### config.mk
export PLATFORM = sky130hd
export DESIGN_NAME = pipelined_adder_flat
export DESIGN_NICKNAME = d
export VERILOG_FILES = /design/src/rtl/pipelined_adder_pkg.sv /design/src/rtl/pipelined_adder_if.sv /design/src/rtl/pipelined_adder_seg.sv /design/src/rtl/pipelined_adder.sv /design/src/flat_wrapper.sv
export SDC_FILE = /design/constraint.sdc
export NUM_CORES = 1
export LEC_CHECK = 0
export ABC_CLOCK_PERIOD_IN_PS = 6200
export CORE_MARGIN = 2
export CORE_UTILIZATION = 54
export DETAILED_ROUTE_END_ITERATION = 8
export PLACE_DENSITY = 0.77
export SKIP_CTS_REPAIR_TIMING = 1
export SYNTH_ARGS = -nofsm -noshare
export SYNTH_HDL_FRONTEND = slang
export SYNTH_SLANG_ARGS = --single-unit
export TNS_END_PERCENT = 50
### constraint.sdc
create_clock -name clk -period 6.2 [get_ports clk]
set_input_delay 1.24 -clock clk [delete_from_list [all_inputs] [get_ports clk]]
set_output_delay 1.24 -clock clk [all_outputs]
set_load 0.03 [all_outputs]
### src/rtl/pipelined_adder_pkg.sv
// -----------------------------------------------------------------------------
// pipelined_adder_pkg
// Shared constants and configuration helpers for the segmented pipelined adder.
//   DEF_WIDTH / DEF_SEG_W : default operand width and segment width
//   calc_nseg()           : number of pipeline stages for a WIDTH/SEG_W pair
//   seg_cfg_ok()          : legality check used at elaboration time
// -----------------------------------------------------------------------------
package pipelined_adder_pkg;

   localparam int DEF_WIDTH = 32;
   localparam int DEF_SEG_W = 8;

   function automatic int calc_nseg(input int width, input int seg_w);
      return (seg_w > 0) ? (width / seg_w) : 0;
   endfunction

   // SEG_W must be positive, no wider than the operand and divide it exactly.
   function automatic bit seg_cfg_ok(input int width, input int seg_w);
      return (seg_w > 0) && (width >= seg_w) && ((width % seg_w) == 0);
   endfunction

endpackage

### src/rtl/pipelined_adder_if.sv
// -----------------------------------------------------------------------------
// pipelined_adder_if
// Streaming bus of the pipelined adder: one valid/ready handshake on the
// operand side and one on the result side.
//   in_valid/in_ready   : operand handshake
//   a, b, c_in, sub     : operands, carry-in, subtract select
//   out_valid/out_ready : result handshake
//   sum, c_out, ovf     : result, carry out of MSB, signed overflow
// master = producer of operands / consumer of results, slave = the adder.
// -----------------------------------------------------------------------------
interface pipelined_adder_if
   import pipelined_adder_pkg::*;
#(
   parameter int WIDTH = DEF_WIDTH
);

   logic             in_valid;
   logic             in_ready;
   logic [WIDTH-1:0] a;
   logic [WIDTH-1:0] b;
   logic             c_in;
   logic             sub;
   logic             out_valid;
   logic             out_ready;
   logic [WIDTH-1:0] sum;
   logic             c_out;
   logic             ovf;

   modport master (
      output in_valid, a, b, c_in, sub, out_ready,
      input  in_ready, out_valid, sum, c_out, ovf
   );

   modport slave (
      input  in_valid, a, b, c_in, sub, out_ready,
      output in_ready, out_valid, sum, c_out, ovf
   );

endinterface

### src/rtl/pipelined_adder_seg.sv
// -----------------------------------------------------------------------------
// pipelined_adder_seg
// One pipeline stage of the segmented adder. Adds segment K of the operands
// plus the incoming carry, merges the SEG_W-bit partial sum into the
// accumulated result and registers it together with the carry, the full
// operands (upper segments still to be added) and the two sign bits.
//   clk, reset          : clock, asynchronous active-low reset
//   stage_ready         : this stage may load (empty or downstream ready)
//   up_valid            : upstream stage (or bus input) holds a transaction
//   up_psum .. up_b_msb : upstream payload
//   valid               : this stage holds a transaction
//   psum .. b_msb       : registered payload
// -----------------------------------------------------------------------------
module pipelined_adder_seg
   import pipelined_adder_pkg::*;
#(
   parameter int WIDTH = DEF_WIDTH,
   parameter int SEG_W = DEF_SEG_W,
   parameter int K     = 0
) (
   input  logic             clk,
   input  logic             reset,
   input  logic             stage_ready,
   input  logic             up_valid,
   input  logic [WIDTH-1:0] up_psum,
   input  logic             up_carry,
   input  logic [WIDTH-1:0] up_a,
   input  logic [WIDTH-1:0] up_b,
   input  logic             up_a_msb,
   input  logic             up_b_msb,
   output logic             valid,
   output logic [WIDTH-1:0] psum,
   output logic             carry,
   output logic [WIDTH-1:0] a_q,
   output logic [WIDTH-1:0] b_q,
   output logic             a_msb,
   output logic             b_msb
);

   localparam int LSB = K * SEG_W;

   typedef struct packed {
      logic [WIDTH-1:0] psum;
      logic             carry;
      logic [WIDTH-1:0] a;
      logic [WIDTH-1:0] b;
      logic             a_msb;
      logic             b_msb;
   } payload_t;

   function automatic logic [SEG_W:0] seg_add(input logic [SEG_W-1:0] x,
                                              input logic [SEG_W-1:0] y,
                                              input logic             ci);
      return {1'b0, x} + {1'b0, y} + {{SEG_W{1'b0}}, ci};
   endfunction

   logic [SEG_W:0] seg_res;
   payload_t       nxt;
   payload_t       pl_q;
   logic           vld_q;

   always_comb begin
      seg_res   = seg_add(up_a[LSB +: SEG_W], up_b[LSB +: SEG_W], up_carry);
      // Segments at and above K are still zero in up_psum, so OR-ing the new
      // segment in is the same as a part-select write.
      nxt.psum  = up_psum | (WIDTH'(seg_res[SEG_W-1:0]) << LSB);
      nxt.carry = seg_res[SEG_W];
      nxt.a     = up_a;
      nxt.b     = up_b;
      nxt.a_msb = up_a_msb;
      nxt.b_msb = up_b_msb;
   end

   // ---- stage K register boundary ----
   // Payload only loads with a real transaction so a consumed result stays
   // visible until the next one arrives; a bubble only clears the valid bit.
   always_ff @(posedge clk or negedge reset) begin
      if (!reset) begin
         vld_q <= 1'b0;
         pl_q  <= '0;
      end else if (stage_ready) begin
         vld_q <= up_valid;
         if (up_valid) begin
            pl_q <= nxt;
         end
      end
   end

   assign valid = vld_q;
   assign psum  = pl_q.psum;
   assign carry = pl_q.carry;
   assign a_q   = pl_q.a;
   assign b_q   = pl_q.b;
   assign a_msb = pl_q.a_msb;
   assign b_msb = pl_q.b_msb;

endmodule

### src/rtl/pipelined_adder.sv
// -----------------------------------------------------------------------------
// pipelined_adder
// WIDTH-bit add/subtract built as a carry-ripple pipeline of NSEG = WIDTH/SEG_W
// stages, SEG_W bits per stage, with elastic valid/ready flow control.
// One result per cycle, latency NSEG, capacity NSEG transactions.
//   clk   : clock, all state on the rising edge
//   reset : asynchronous active-low reset
//   bus   : pipelined_adder_if.slave (operands in, results out)
// Subtract is A + ~B + 1; c_out = 1 then means "no borrow".
// -----------------------------------------------------------------------------
module pipelined_adder
   import pipelined_adder_pkg::*;
#(
   parameter int WIDTH  = DEF_WIDTH,
   parameter int SEG_W  = DEF_SEG_W,
   parameter int SUB_EN = 1
) (
   input  logic                clk,
   input  logic                reset,
   pipelined_adder_if.slave    bus
);

   localparam int NSEG = calc_nseg(WIDTH, SEG_W);

   if (!seg_cfg_ok(WIDTH, SEG_W)) begin : g_bad_cfg
      $error("pipelined_adder: SEG_W=%0d must divide WIDTH=%0d", SEG_W, WIDTH);
   end

   // Index 0 is the bus input; index k+1 is the output of stage k.
   logic [NSEG:0]    vld;
   logic [NSEG:0]    rdy;
   logic [WIDTH-1:0] psum_s  [NSEG+1];
   logic             carry_s [NSEG+1];
   logic [WIDTH-1:0] a_s     [NSEG+1];
   logic [WIDTH-1:0] b_s     [NSEG+1];
   logic             a_msb_s [NSEG+1];
   logic             b_msb_s [NSEG+1];

   logic             sub_eff;

   if (SUB_EN != 0) begin : g_sub
      assign sub_eff = bus.sub;
   end else begin : g_no_sub
      logic unused_sub;
      assign sub_eff    = 1'b0;
      assign unused_sub = bus.sub;
   end

   assign vld[0]     = bus.in_valid;
   assign psum_s[0]  = '0;
   assign carry_s[0] = sub_eff ? 1'b1 : bus.c_in;
   assign a_s[0]     = bus.a;
   assign b_s[0]     = sub_eff ? ~bus.b : bus.b;
   assign a_msb_s[0] = bus.a[WIDTH-1];
   assign b_msb_s[0] = b_s[0][WIDTH-1];

   // ready_k = !valid_k || ready_{k+1}; a full stage can still load when the
   // one after it drains this cycle, so a full pipe streams without bubbles.
   always_comb begin
      rdy       = '0;
      rdy[NSEG] = bus.out_ready;
      for (int k = NSEG - 1; k >= 0; k--) begin
         rdy[k] = !vld[k+1] || rdy[k+1];
      end
   end

   for (genvar k = 0; k < NSEG; k++) begin : g_stage
      pipelined_adder_seg #(
         .WIDTH (WIDTH),
         .SEG_W (SEG_W),
         .K     (k)
      ) u_seg (
         .clk         (clk),
         .reset       (reset),
         .stage_ready (rdy[k]),
         .up_valid    (vld[k]),
         .up_psum     (psum_s[k]),
         .up_carry    (carry_s[k]),
         .up_a        (a_s[k]),
         .up_b        (b_s[k]),
         .up_a_msb    (a_msb_s[k]),
         .up_b_msb    (b_msb_s[k]),
         .valid       (vld[k+1]),
         .psum        (psum_s[k+1]),
         .carry       (carry_s[k+1]),
         .a_q         (a_s[k+1]),
         .b_q         (b_s[k+1]),
         .a_msb       (a_msb_s[k+1]),
         .b_msb       (b_msb_s[k+1])
      );
   end

   // Operands leaving the last stage have been fully consumed.
   logic unused_ops;
   assign unused_ops = ^{a_s[NSEG], b_s[NSEG]};

   assign bus.in_ready  = rdy[0];
   assign bus.out_valid = vld[NSEG];
   assign bus.sum       = psum_s[NSEG];
   assign bus.c_out     = carry_s[NSEG];
   // Overflow: operands share a sign and the result sign differs from it.
   assign bus.ovf       = (a_msb_s[NSEG] == b_msb_s[NSEG]) &&
                          (psum_s[NSEG][WIDTH-1] != a_msb_s[NSEG]);

endmodule

### src/flat_wrapper.sv
// flat-port wrapper written by rule: the top's interface ports become plain ports
module pipelined_adder_flat import pipelined_adder_pkg::*;
#(
   parameter int WIDTH  = DEF_WIDTH,
   parameter int SEG_W  = DEF_SEG_W,
   parameter int SUB_EN = 1
)
  (clk, reset, bus_in_valid, bus_a, bus_b, bus_c_in, bus_sub, bus_out_ready, bus_in_ready, bus_out_valid, bus_sum, bus_c_out, bus_ovf);
  pipelined_adder_if #(.WIDTH(WIDTH)) bus_i ();
  input  logic clk;
  input  logic reset;
  input wire logic [$bits(bus_i.in_valid)-1:0] bus_in_valid;
  input wire logic [$bits(bus_i.a)-1:0] bus_a;
  input wire logic [$bits(bus_i.b)-1:0] bus_b;
  input wire logic [$bits(bus_i.c_in)-1:0] bus_c_in;
  input wire logic [$bits(bus_i.sub)-1:0] bus_sub;
  input wire logic [$bits(bus_i.out_ready)-1:0] bus_out_ready;
  output wire logic [$bits(bus_i.in_ready)-1:0] bus_in_ready;
  output wire logic [$bits(bus_i.out_valid)-1:0] bus_out_valid;
  output wire logic [$bits(bus_i.sum)-1:0] bus_sum;
  output wire logic [$bits(bus_i.c_out)-1:0] bus_c_out;
  output wire logic [$bits(bus_i.ovf)-1:0] bus_ovf;
  assign bus_i.in_valid = bus_in_valid;
  assign bus_i.a = bus_a;
  assign bus_i.b = bus_b;
  assign bus_i.c_in = bus_c_in;
  assign bus_i.sub = bus_sub;
  assign bus_i.out_ready = bus_out_ready;
  assign bus_in_ready = bus_i.in_ready;
  assign bus_out_valid = bus_i.out_valid;
  assign bus_sum = bus_i.sum;
  assign bus_c_out = bus_i.c_out;
  assign bus_ovf = bus_i.ovf;
  pipelined_adder #(.WIDTH(WIDTH), .SEG_W(SEG_W), .SUB_EN(SUB_EN)) u_core (.clk(clk), .reset(reset), .bus(bus_i));
endmodule
After elaboration in Yosys (flattened, before gate mapping):

Index checks and enable logic that the tools add are counted.

* flip-flop bits (word level): 312
* bits of input ports: 70
* output and inout bits: 36
* logic and storage cells: 55

* add/subtract/negate cells: 8
* equality and inequality tests: 2
* mux-type cells: 2
* bitwise logic cells: 4
* reductions and logical operators: 13

Operator list (number)
* $add 8x8->9: 4
* $add 9x1->9: 4
* $mux 32: 1
* $not 32->32: 1
* $or 32x24->32: 1
* $or 32x32->32: 1
* $or 8x16->16: 1
* $reduce_and 2->1: 4
* $logic_not 1->1: 4
* $logic_or 1x1->1: 4
* $eq 1x1->1: 1
* $logic_and 1x1->1: 1
* $mux 1: 1
* $ne 1x1->1: 1

Longest topological paths before layout:

Gate-level depths: netlist (run 1).

* word-level depth: 6
* depth in mapped cells: 10
* depth with buffers taken out: 8

Cells and area by module:

A second synthesis (run 1) with hierarchy kept.

* cells, all modules: 1873
* area, all modules: 16638.5 sq um

By module, submodules not included
* pipelined_adder_seg (u_core.g_stage[0].u_seg ...): times used 2, cells each 455, area each 4012.6 sq um, sequential area each 2502.4 sq um
* pipelined_adder_seg (u_core.g_stage[1].u_seg): times used 1, cells each 457, area each 4119.0 sq um, sequential area each 2502.4 sq um
* pipelined_adder_seg (u_core.g_stage[3].u_seg): times used 1, cells each 460, area each 4091.4 sq um, sequential area each 2502.4 sq um
* pipelined_adder: times used 1, cells each 46, area each 402.9 sq um, sequential area each 0.0 sq um

Worst setup path after synthesis (run 1):

OpenSTA, ideal clock, no wires.

* path kind: input to register
* from: input port bus_sub
* to: register u_core.g_stage[0].u_seg.pl_q (netlist bit u_core.g_stage[0].u_seg.carry)
* library setup time: 0.123 ns
* arrival time: 3.519 ns
* setup slack: 2.558 ns
* cell stages on the path: 10
* cells stage by stage: buf_2 buf_2 or2_2 fa_1 fa_1 a211oi_1 o21ai_0 and3_1 o21ai_0 a21oi_1

* longest elaborated chain between the ends: 3
* elaborated cells between the ends (all ways): 4
* classes of those cells: add/sub: 2; mux: 2

Ends and longest elaborated chain
* start, declared: line flat_wrapper.sv:16 `input wire logic [$bits(bus_i.sub)-1:0] bus_sub;`
* $mux 32: line pipelined_adder.sv:53 `assign b_s[0] = sub_eff ? ~bus.b : bus.b;`
* $add 8x8->9: line pipelined_adder_seg.sv:54 `return {1'b0, x} + {1'b0, y} + {{SEG_W{1'b0}}, ci};`
* $add 9x1->9 (*): line pipelined_adder_seg.sv:54
* end signal, assigned: line pipelined_adder_seg.sv:84 `pl_q <= nxt;`
* end, declared: line pipelined_adder_seg.sv:59 `payload_t pl_q;`

Mark *: on every way between the ends. The rest lies on a longest branch, timed or not.
A chain may end at the register's enable or synchronous reset.

Final worst setup path (run 1):

* from: input port bus_out_ready
* to: output port bus_in_ready

* longest elaborated chain between the ends: 4

Ends and longest elaborated chain
* start, declared: line flat_wrapper.sv:17 `input wire logic [$bits(bus_i.out_ready)-1:0] bus_out_ready;`
* $logic_or 1x1->1 (4 in series): line pipelined_adder.sv:63 `rdy[k] = !vld[k+1] || rdy[k+1];`
* end, declared: line flat_wrapper.sv:18 `output wire logic [$bits(bus_i.in_ready)-1:0] bus_in_ready;`

No other way between the ends.

==> results of run 1 <==
## final timing paths
path,startpoint,endpoint,slack (ns),cells past startpoint
worst max-delay path,bus_out_ready,bus_in_ready,2.21,4
worst min-delay path,u_core.g_stage[2].u_seg.psum[18],u_core.g_stage[2].u_seg.psum[18],0.47,2
worst max register to register,u_core.g_stage[1].u_seg.carry,u_core.g_stage[2].u_seg.psum[22],3.68,7
worst min register to register,u_core.g_stage[2].u_seg.psum[18],u_core.g_stage[2].u_seg.psum[18],0.47,2
max in group asynchronous,reset,u_core.g_stage[0].u_seg.a_q[22],3.96,2
min in group asynchronous,reset,u_core.g_stage[1].u_seg.a_q[28],1.01,1
## per-layer routing
metal,vias to the layer above,wire (µm),share of wire (%),global-route usage (%)
li1,2493,-,-,-
met1,2574,6700,42,24.8
met2,92,8340,53,36.4
met3,15,506,3.2,3.83
met4,0,223,1.4,7.29
met5,-,0,0,0
## critical path, cell delays in order
cell                              delay [ns]
sky130_fd_sc_hd__clkdlybuf4s50_1        0.49
sky130_fd_sc_hd__and3b_4                0.23
sky130_fd_sc_hd__nand3_4                0.10
sky130_fd_sc_hd__clkdlybuf4s50_1        0.69
## synth_stat cells, types with 2 or more instances
| cell type | n |
|---|---|
| sky130_fd_sc_hd__xor2_1 | 19 |
| sky130_fd_sc_hd__mux2_1 | 8 |
| sky130_fd_sc_hd__dfrtp_1 | 186 |
| sky130_fd_sc_hd__nor3_1 | 3 |
| sky130_fd_sc_hd__nand2_1 | 54 |
| sky130_fd_sc_hd__nor3b_1 | 2 |
| sky130_fd_sc_hd__o31ai_1 | 10 |
| sky130_fd_sc_hd__nand2_2 | 2 |
| sky130_fd_sc_hd__xnor2_1 | 25 |
| sky130_fd_sc_hd__ha_1 | 28 |
| sky130_fd_sc_hd__a21o_1 | 5 |
| sky130_fd_sc_hd__or2_2 | 3 |
| sky130_fd_sc_hd__buf_6 | 8 |
| sky130_fd_sc_hd__a21oi_1 | 18 |
| sky130_fd_sc_hd__buf_2 | 13 |
| sky130_fd_sc_hd__o21ai_1 | 4 |
| sky130_fd_sc_hd__inv_1 | 10 |
| sky130_fd_sc_hd__a211oi_1 | 10 |
| sky130_fd_sc_hd__o211ai_1 | 2 |
| sky130_fd_sc_hd__nor2_1 | 17 |
| sky130_fd_sc_hd__o21ai_0 | 54 |
| sky130_fd_sc_hd__o21a_1 | 5 |
| sky130_fd_sc_hd__mux2_2 | 120 |
| sky130_fd_sc_hd__nor2b_1 | 2 |
| sky130_fd_sc_hd__nand2b_1 | 10 |
| sky130_fd_sc_hd__fa_1 | 8 |
| sky130_fd_sc_hd__clkbuf_1 | 3 |
| sky130_fd_sc_hd__buf_4 | 3 |
## power groups by stage
stage	Combinational (mW)	Sequential, mW	Clock (mW)
global placement	1.54	1.87	0
floorplan	0.920	2.04	0
finish	1.60	1.88	1.09
global route	1.76	1.94	1.15
CTS	1.61	1.89	1.11
detailed placement	1.60	1.90	0
## area by class of cell
class                      count  area share [%]
sequential                   186            45.9
multi-input combinational    429            34.9
tap                          188            2.32
clock buffer                  25            5.09
inverter                      10           0.371
timing repair buffer         108            10.6
clock inverter                 6           0.840
## cells in the final DEF, fill, tap and decap left out, drive strengths merged, types with 8 or more instances in the layout
master         count
dfrtp            186
mux2             128
clkdlybuf4s50    103
o21ai             58
nand2             57
ha                28
clkbuf            26
xnor2             25
xor2              19
a21oi             18
nor2              17
inv               10
nand2b            10
o31ai             10
a211oi            10
fa                 8
## through the flow
step           cell area (µm²)  util [%]  setup WS, ns  power (mW)  cells
6_report                 10100      66.6          2.21        4.57    952
5_1_grt                  10100      66.6          2.15        4.85    952
4_1_cts                  10100      66.6          2.20        4.60    952
3_5_place_dp              9530      62.7          2.09        3.50    921
3_3_place_gp              9530      62.7          2.09        3.41    921
2_1_floorplan             8410         -          2.56        2.96    652
## state kept, by name, indices dropped and copies added, names as in the netlist
name and cells:
u_core.g_stage.u_seg.b_q 48, u_core.g_stage.u_seg.a_msb 1, u_core.g_stage.u_seg.psum 80, u_core.g_stage.u_seg.a_q 48
u_core.g_stage.u_seg.b_msb 1, u_core.g_stage.u_seg.valid 4, u_core.g_stage.u_seg.carry 4
## cells by family (layout without fill, tap and decap cells)
family,after synthesis,in the layout,share of synthesized area [%]
multiplexers,128,128,17.1
flip-flops,186,186,55.4
adder cells (fa/ha/maj),36,36,6.07
XOR/XNOR,44,44,4.58
AND/OR/NAND/NOR,104,104,5.89
buffers and inverters,37,149,2.69
AO/OA/AOI/OAI,117,117,8.25
==> flow_summary.html, run 1 <==
<table>
<tr><th>Metric</th><th>Value</th></tr>
<tr><th colspan="2">Critical path</th></tr>
<tr><td>WP data arrival</td><td>2.75 ns</td></tr>
<tr><td>Required time worst endpoint</td><td>4.96 ns</td></tr>
<tr><td>Crit-path max FO</td><td>4</td></tr>
<tr><td>Startpoint types</td><td>input port</td></tr>
<tr><td>Critical path class</td><td>in -&gt; out</td></tr>
<tr><td>Kind of capture point of the worst setup path</td><td>output pin</td></tr>
<tr><th colspan="2">Min path</th></tr>
<tr><td>Hold WC Path Type</td><td>reg -&gt; reg</td></tr>
<tr><th colspan="2">Power</th></tr>
<tr><td>Switching power</td><td>1.49 mW</td></tr>
<tr><td>Internal power</td><td>3.08 mW</td></tr>
<tr><td>Largest voltage drop on the vdd net</td><td>0.000255 V</td></tr>
<tr><td>Switching power as a share of total power</td><td>32.6%</td></tr>
<tr><td>Logic gate share of total power</td><td>35.0%</td></tr>
<tr><td>Cell Pwr Density</td><td>451 nW/µm²</td></tr>
<tr><td>Clock group share of total power</td><td>23.9%</td></tr>
<tr><td>Register share of total power</td><td>41.2%</td></tr>
<tr><td>Leakage component of the power</td><td>4.37 nW</td></tr>
<tr><th colspan="2">Flow run</th></tr>
<tr><td>Count of max-cap constraint violations</td><td>0</td></tr>
<tr><th colspan="2">Global routing</th></tr>
<tr><td>Remaining global-route overflow</td><td>0</td></tr>
<tr><td>Pin count of the biggest net entering global routing</td><td>136</td></tr>
<tr><td>Overall routing resource usage</td><td>20.4%</td></tr>
<tr><td>Number of antenna violations at the first check in global routing</td><td>0</td></tr>
<tr><td>Vias in the first global route</td><td>5480</td></tr>
<tr><td>Global-route wire length before repair</td><td>26300 µm</td></tr>
<tr><th colspan="2">Clock tree</th></tr>
<tr><td>Clock tree buffer depth</td><td>2</td></tr>
<tr><td>CTS tree</td><td>built</td></tr>
<tr><td>Clock latency on the worst-skew pair</td><td>0.43 ns</td></tr>
<tr><td>Deepest level of the CTS H-tree</td><td>4</td></tr>
<tr><td>Number of sinks on the clock net</td><td>186</td></tr>
<tr><td>CTS clk-pin slew, worst paths</td><td>0.06 ns</td></tr>
<tr><td>Master cell of the clock root buffer</td><td>sky130_fd_sc_hd__clkbuf_16</td></tr>
<tr><td>Cts bufs inserted</td><td>17</td></tr>
<tr><th colspan="2">Timing</th></tr>
<tr><td>Tmin final</td><td>3.99 ns</td></tr>
<tr><td>Final Setup Violations</td><td>0</td></tr>
<tr><td>Fmax</td><td>250 MHz</td></tr>
<tr><td>Aggregate negative setup slack</td><td>0 ns</td></tr>
<tr><td>Pins over their slew limit</td><td>0</td></tr>
<tr><td>Worst hold margin</td><td>0.475 ns</td></tr>
<tr><td>Setup repair after global routing missed its margin</td><td>false</td></tr>
<tr><td>Final critical-path share of the clock period</td><td>64.4%</td></tr>
<tr><td>Fin. Hold Viols</td><td>0</td></tr>
<tr><td>Setup clock skew after layout</td><td>0.00663 ns</td></tr>
<tr><td>Slew at the pin closest to its max-slew limit</td><td>1.14 ns</td></tr>
<tr><td>Headroom to the max-slew limit</td><td>23.6%</td></tr>
<tr><th colspan="2">Final layout</th></tr>
<tr><td>Area growth, synth to finish</td><td>20.5%</td></tr>
<tr><td>Ant diodes</td><td>0</td></tr>
<tr><td>Area used by multi-input combinational logic</td><td>3530 µm²</td></tr>
<tr><td>Share of post-route cells with drive strength above 1</td><td>21.6%</td></tr>
<tr><td>Reg area</td><td>4650 µm²</td></tr>
<tr><td>Number of nets in the layout</td><td>858</td></tr>
<tr><td>Count of filler cells inserted in the layout</td><td>1162</td></tr>
<tr><th colspan="2">Routing</th></tr>
<tr><td>Residual DRC count</td><td>0</td></tr>
<tr><td>Number of violations reported at the end of detailed-routing iteration 0</td><td>352</td></tr>
<tr><td>Avg WL per Cell</td><td>16.6 µm</td></tr>
<tr><td>Overall routed net length</td><td>15800 µm</td></tr>
<tr><td>Via density per instance</td><td>5.43</td></tr>
<tr><td>Total via count after detailed routing</td><td>5174</td></tr>
<tr><td>Antenna-violating nets left</td><td>0</td></tr>
<tr><td>First-pass detailed-route iteration total</td><td>4</td></tr>
<tr><th colspan="2">Floorplanning</th></tr>
<tr><td>Core area</td><td>15200 µm²</td></tr>
<tr><td>Y dimension of the die</td><td>129 µm</td></tr>
<tr><td>Number of I/O pins</td><td>106</td></tr>
<tr><td>Starting Density</td><td>55.3%</td></tr>
<tr><td>Floorplan row count</td><td>45</td></tr>
<tr><td>Full die area</td><td>16600 µm²</td></tr>
<tr><td>Die span in x</td><td>129 µm</td></tr>
<tr><th colspan="2">Synth</th></tr>
<tr><td>Number of warning messages in the yosys log</td><td>0</td></tr>
<tr><td>Dominant cells by area after synthesis</td><td>sky130_fd_sc_hd__dfrtp_1 (55%), sky130_fd_sc_hd__mux2_2 (16%), sky130_fd_sc_hd__ha_1 (4.2%)</td></tr>
<tr><td>Portion of the post-synthesis area used by sequential elements</td><td>55.4%</td></tr>
<tr><td>Count of flip-flops with a built-in enable after synthesis</td><td>0</td></tr>
<tr><td>Area of the mapped netlist</td><td>8410 µm²</td></tr>
<tr><td>Cells after synthesis</td><td>652</td></tr>
<tr><td>Post-synthesis register bit count</td><td>186</td></tr>
<tr><td>Synth Net Count</td><td>758</td></tr>
<tr><td>Cell accounting for the most synthesized area</td><td>sky130_fd_sc_hd__dfrtp_1</td></tr>
<tr><td>Average instance area after synthesis</td><td>12.9 µm²</td></tr>
<tr><td>Area share of the leading cell type in the synthesized netlist</td><td>55.4%</td></tr>
<tr><td>Post-synth top flop</td><td>sky130_fd_sc_hd__dfrtp_1</td></tr>
<tr><td>Proportion of synthesized flip-flops having asynchronous set or reset</td><td>100%</td></tr>
<tr><td>Count of cell types in the netlist</td><td>48</td></tr>
<tr><th colspan="2">Place</th></tr>
<tr><td>Detailed placement HPWL</td><td>10700 µm</td></tr>
<tr><td>Count of input and output buffers</td><td>105</td></tr>
<tr><td>Routability cong.</td><td>0.808</td></tr>
<tr><th colspan="2">Run status</th></tr>
<tr><td>Outcome</td><td>completed</td></tr>
</table>
Power figures use the tool's default switching activity.
==> inputs of run 2 (changes only) <==
--- a/config.mk
+++ b/config.mk
@@ -5,11 +5,11 @@
 export SDC_FILE = /design/constraint.sdc
 export NUM_CORES = 1
 export LEC_CHECK = 0
-export ABC_CLOCK_PERIOD_IN_PS = 6200
+export ABC_CLOCK_PERIOD_IN_PS = 3350
 export CORE_MARGIN = 2
-export CORE_UTILIZATION = 54
+export CORE_UTILIZATION = 50
 export DETAILED_ROUTE_END_ITERATION = 8
-export PLACE_DENSITY = 0.77
+export PLACE_DENSITY = 0.75
 export SKIP_CTS_REPAIR_TIMING = 1
 export SYNTH_ARGS = -nofsm -noshare
 export SYNTH_HDL_FRONTEND = slang
==> constraint.sdc (replaced) <==
create_clock -name clk -period 3.35 [get_ports clk]
set_input_delay 0.67 -clock clk [delete_from_list [all_inputs] [get_ports clk]]
set_output_delay 0.67 -clock clk [all_outputs]
set_load 0.03 [all_outputs]
==> run 2 against run 1 <==
  * Clock power is 87% higher
  * Core utilization decreased by 4.5 points
  * Count of clock-buffer cells in the layout fell by 4
  * First-iteration DRC count down 49%
==> flow_summary.html, run 2 (synthesized netlist as in run 1, its figures left out) <==
<table>
<tr><th>Metric</th><th>Value</th></tr>
<tr><th colspan="2">Final layout</th></tr>
<tr><td>Max FFs per register</td><td>80 (unchanged)</td></tr>
<tr><td>Final cell count without fillers</td><td>990 (was 952)</td></tr>
<tr><td>Count of filler cells inserted in the layout</td><td>1252 (was 1162)</td></tr>
<tr><td>Number of nets in the layout</td><td>864 (was 858)</td></tr>
<tr><td>Ant diodes</td><td>0 (unchanged)</td></tr>
<tr><td>Top library cells by usage in the layout, fill and taps aside</td><td>sky130_fd_sc_hd__dfrtp_1 (186), sky130_fd_sc_hd__mux2_2 (120), sky130_fd_sc_hd__clkdlybuf4s50_1 (103), sky130_fd_sc_hd__o21ai_0 (54), sky130_fd_sc_hd__nand2_1 (52) (unchanged)</td></tr>
<tr><td>Reg area</td><td>4650 µm² (unchanged)</td></tr>
<tr><td>Most common library cell in the layout ignoring fill and taps</td><td>sky130_fd_sc_hd__dfrtp_1 (unchanged)</td></tr>
<tr><td>Share of post-route cells with drive strength above 1</td><td>22.2% (was 21.6%)</td></tr>
<tr><td>Area used by multi-input combinational logic</td><td>3530 µm² (unchanged)</td></tr>
<tr><td>Final standard cell utilization of the core</td><td>62.1% (was 66.6%)</td></tr>
<tr><td>Area growth, synth to finish</td><td>22.1% (was 20.5%)</td></tr>
<tr><th colspan="2">Timing</th></tr>
<tr><td>Final critical-path share of the clock period</td><td>89.2%</td></tr>
<tr><td>Setup repair after global routing missed its margin</td><td>false (unchanged)</td></tr>
<tr><td>Fin. Hold Viols</td><td>0 (unchanged)</td></tr>
<tr><td>Setup clock skew after layout</td><td>0.00785 ns (was 0.00663 ns)</td></tr>
<tr><td>Fmax</td><td>334 MHz</td></tr>
<tr><td>Headroom to the max-slew limit</td><td>51.2% (was 23.6%)</td></tr>
<tr><td>Slew at the pin closest to its max-slew limit</td><td>0.733 ns (was 1.14 ns)</td></tr>
<tr><td>Tmin final</td><td>2.99 ns</td></tr>
<tr><td>Final Setup Violations</td><td>0 (unchanged)</td></tr>
<tr><td>Final Worst Setup Slack</td><td>0.360 ns (was 2.21 ns)</td></tr>
<tr><td>Pins over their slew limit</td><td>0 (unchanged)</td></tr>
<tr><th colspan="2">Place</th></tr>
<tr><td>Worst slack at placement</td><td>-0.0203 ns (was 2.09 ns)</td></tr>
<tr><td>Total placed cells including tap cells</td><td>959 (was 921)</td></tr>
<tr><td>Detailed placement HPWL</td><td>11200 µm (was 10700 µm)</td></tr>
<tr><td>Count of input and output buffers</td><td>105 (unchanged)</td></tr>
<tr><td>Routability cong.</td><td>0.826 (was 0.808)</td></tr>
<tr><th colspan="2">Critical path</th></tr>
<tr><td>Required time worst endpoint</td><td>3.66 ns (was 4.96 ns)</td></tr>
<tr><td>Destination of the worst register-to-register timing path</td><td>u_core.g_stage[2].u_seg.psum[22] (unchanged)</td></tr>
<tr><td>WP data arrival</td><td>3.30 ns (was 2.75 ns)</td></tr>
<tr><td>Count of cells along the worst register-to-register path</td><td>7 (unchanged)</td></tr>
<tr><td>RR Startpoint</td><td>u_core.g_stage[1].u_seg.carry (unchanged)</td></tr>
<tr><td>Crit-path max FO</td><td>3 (was 4)</td></tr>
<tr><td>Startpoint types</td><td>input port (unchanged)</td></tr>
<tr><td>Register-to-register path setup slack</td><td>0.85 ns (was 3.68 ns)</td></tr>
<tr><td>Kind of capture point of the worst setup path</td><td>register (was output pin)</td></tr>
<tr><td>Critical path class</td><td>in -&gt; reg (was in -&gt; out)</td></tr>
<tr><th colspan="2">Routing</th></tr>
<tr><td>Number of violations reported at the end of detailed-routing iteration 0</td><td>180 (was 352)</td></tr>
<tr><td>First-pass detailed-route iteration total</td><td>5 (was 4)</td></tr>
<tr><td>Avg WL per Cell</td><td>16.2 µm (was 16.6 µm)</td></tr>
<tr><td>Via density per instance</td><td>5.23 (was 5.43)</td></tr>
<tr><td>Total via count after detailed routing</td><td>5173 (was 5174)</td></tr>
<tr><td>Overall routed net length</td><td>16000 µm (was 15800 µm)</td></tr>
<tr><td>Residual DRC count</td><td>0 (unchanged)</td></tr>
<tr><td>Antenna-violating nets left</td><td>0 (unchanged)</td></tr>
<tr><th colspan="2">Floorplanning</th></tr>
<tr><td>Starting Density</td><td>50.9% (was 55.3%)</td></tr>
<tr><td>Floorplan row count</td><td>47 (was 45)</td></tr>
<tr><td>Y dimension of the die</td><td>134 µm (was 129 µm)</td></tr>
<tr><td>Core area</td><td>16500 µm² (was 15200 µm²)</td></tr>
<tr><td>Number of I/O pins</td><td>106 (unchanged)</td></tr>
<tr><td>Die span in x</td><td>134 µm (was 129 µm)</td></tr>
<tr><td>Full die area</td><td>17900 µm² (was 16600 µm²)</td></tr>
<tr><th colspan="2">Run status</th></tr>
<tr><td>Outcome</td><td>completed (unchanged)</td></tr>
<tr><th colspan="2">Power</th></tr>
<tr><td>Switching power</td><td>2.78 mW (was 1.49 mW)</td></tr>
<tr><td>Largest voltage drop on the vdd net</td><td>0.000414 V (was 0.000255 V)</td></tr>
<tr><td>Final Total Pwr</td><td>8.51 mW (was 4.57 mW)</td></tr>
<tr><td>Internal power</td><td>5.73 mW (was 3.08 mW)</td></tr>
<tr><td>Cell Pwr Density</td><td>829 nW/µm² (was 451 nW/µm²)</td></tr>
<tr><td>Clock group share of total power</td><td>23.9% (about the same)</td></tr>
<tr><td>Switching power as a share of total power</td><td>32.7% (was 32.6%)</td></tr>
<tr><td>Leakage component of the power</td><td>4.42 nW (was 4.37 nW)</td></tr>
<tr><td>Logic gate share of total power</td><td>35.3% (was 35.0%)</td></tr>
<tr><td>Register share of total power</td><td>40.8% (was 41.2%)</td></tr>
<tr><th colspan="2">Min path</th></tr>
<tr><td>Hold WC Path Type</td><td>in -&gt; async (was reg -&gt; reg)</td></tr>
<tr><th colspan="2">Clock tree</th></tr>
<tr><td>Clock latency on the worst-skew pair</td><td>0.43 ns (about the same)</td></tr>
<tr><td>CTS clk-pin slew, worst paths</td><td>0.07 ns (was 0.06 ns)</td></tr>
<tr><td>Number of sinks on the clock net</td><td>186 (unchanged)</td></tr>
<tr><td>Cts bufs inserted</td><td>17 (unchanged)</td></tr>
<tr><td>Clock tree buffer depth</td><td>2 (unchanged)</td></tr>
<tr><td>CTS tree</td><td>built (unchanged)</td></tr>
<tr><td>Deepest level of the CTS H-tree</td><td>4 (unchanged)</td></tr>
<tr><td>Master cell of the clock root buffer</td><td>sky130_fd_sc_hd__clkbuf_16 (unchanged)</td></tr>
<tr><th colspan="2">Global routing</th></tr>
<tr><td>Remaining global-route overflow</td><td>0 (unchanged)</td></tr>
<tr><td>Number of antenna violations at the first check in global routing</td><td>0 (unchanged)</td></tr>
<tr><td>Vias in the first global route</td><td>5646 (was 5480)</td></tr>
<tr><td>Pin count of the biggest net entering global routing</td><td>86 (was 136)</td></tr>
<tr><td>Overall routing resource usage</td><td>19.3% (was 20.4%)</td></tr>
<tr><td>Global-route wire length before repair</td><td>27100 µm (was 26300 µm)</td></tr>
<tr><th colspan="2">Flow run</th></tr>
<tr><td>Count of max-cap constraint violations</td><td>0 (unchanged)</td></tr>
</table>
run 2: cell types whose count changed in the layout (fill, tap and decap cells not counted):
| cell | delta |
|---|---|
| sky130_fd_sc_hd__clkinv_4 | +1 |
| sky130_fd_sc_hd__clkbuf_8 | -4 |
| sky130_fd_sc_hd__buf_4 | +2 |
| sky130_fd_sc_hd__bufinv_16 | +1 |
| sky130_fd_sc_hd__buf_12 | +4 |
| sky130_fd_sc_hd__inv_6 | +2 |
run 2: area by class of cell:
class / instances / area share [%]
multi-input combinational: 429 / 34.4
timing repair buffer: 114 / 11.4
inverter: 10 / 0.366
tap: 220 / 2.68
clock inverter: 10 / 1.38
clock buffer: 21 / 4.48
sequential: 186 / 45.3
run 2: power groups by stage:
stage | Sequential (mW) | Clock, mW | Combinational [mW]
after floorplan | 3.77 | 0 | 1.70
after global routing | 3.57 | 2.17 | 3.29
after CTS | 3.48 | 2.07 | 3.03
after global placement | 3.47 | 0 | 2.89
after detailed placement | 3.52 | 0 | 3.00
final | 3.47 | 2.04 | 3.00
run 2: worst max-delay path: stages:
cell                              delay (ns)
sky130_fd_sc_hd__clkdlybuf4s50_1        0.39
sky130_fd_sc_hd__or2_2                  0.28
sky130_fd_sc_hd__fa_1                   0.43
sky130_fd_sc_hd__fa_1                   0.45
sky130_fd_sc_hd__a211oi_1               0.34
sky130_fd_sc_hd__o21ai_0                0.19
sky130_fd_sc_hd__and3_1                 0.22
sky130_fd_sc_hd__o21ai_0                0.23
sky130_fd_sc_hd__a21oi_1                0.10
run 2: worst max-delay path by stage:
stage                   from                             to  cells past startpoint
CTS                 bus_c_in  u_core.g_stage[0].u_seg.carry                      9
floorplan            bus_sub  u_core.g_stage[0].u_seg.carry                     10
global placement    bus_c_in  u_core.g_stage[0].u_seg.carry                      9
global route        bus_c_in  u_core.g_stage[0].u_seg.carry                      9
finish              bus_c_in  u_core.g_stage[0].u_seg.carry                      9
detailed placement  bus_c_in  u_core.g_stage[0].u_seg.carry                      9
run 2: through the flow:
step | TNS, ns | area (µm²) | hold slack [ns]
after detailed placement | -0.0203 | 9670 | 0.467
after global placement | 0 | 9670 | 0.460
after global routing | 0 | 10300 | 0.341
after floorplan | 0 | 8410 | 0.374
after CTS | 0 | 10300 | 0.315
final | 0 | 10300 | 0.288
run 2: layer usage:
layer	vias to the layer above	wire, µm	GRT usage (%)
met4	0	263	6.80
met1	2559	6850	22.8
met2	98	8350	34.8
met5	-	0	0
met3	26	539	4.03
li1	2490	-	-
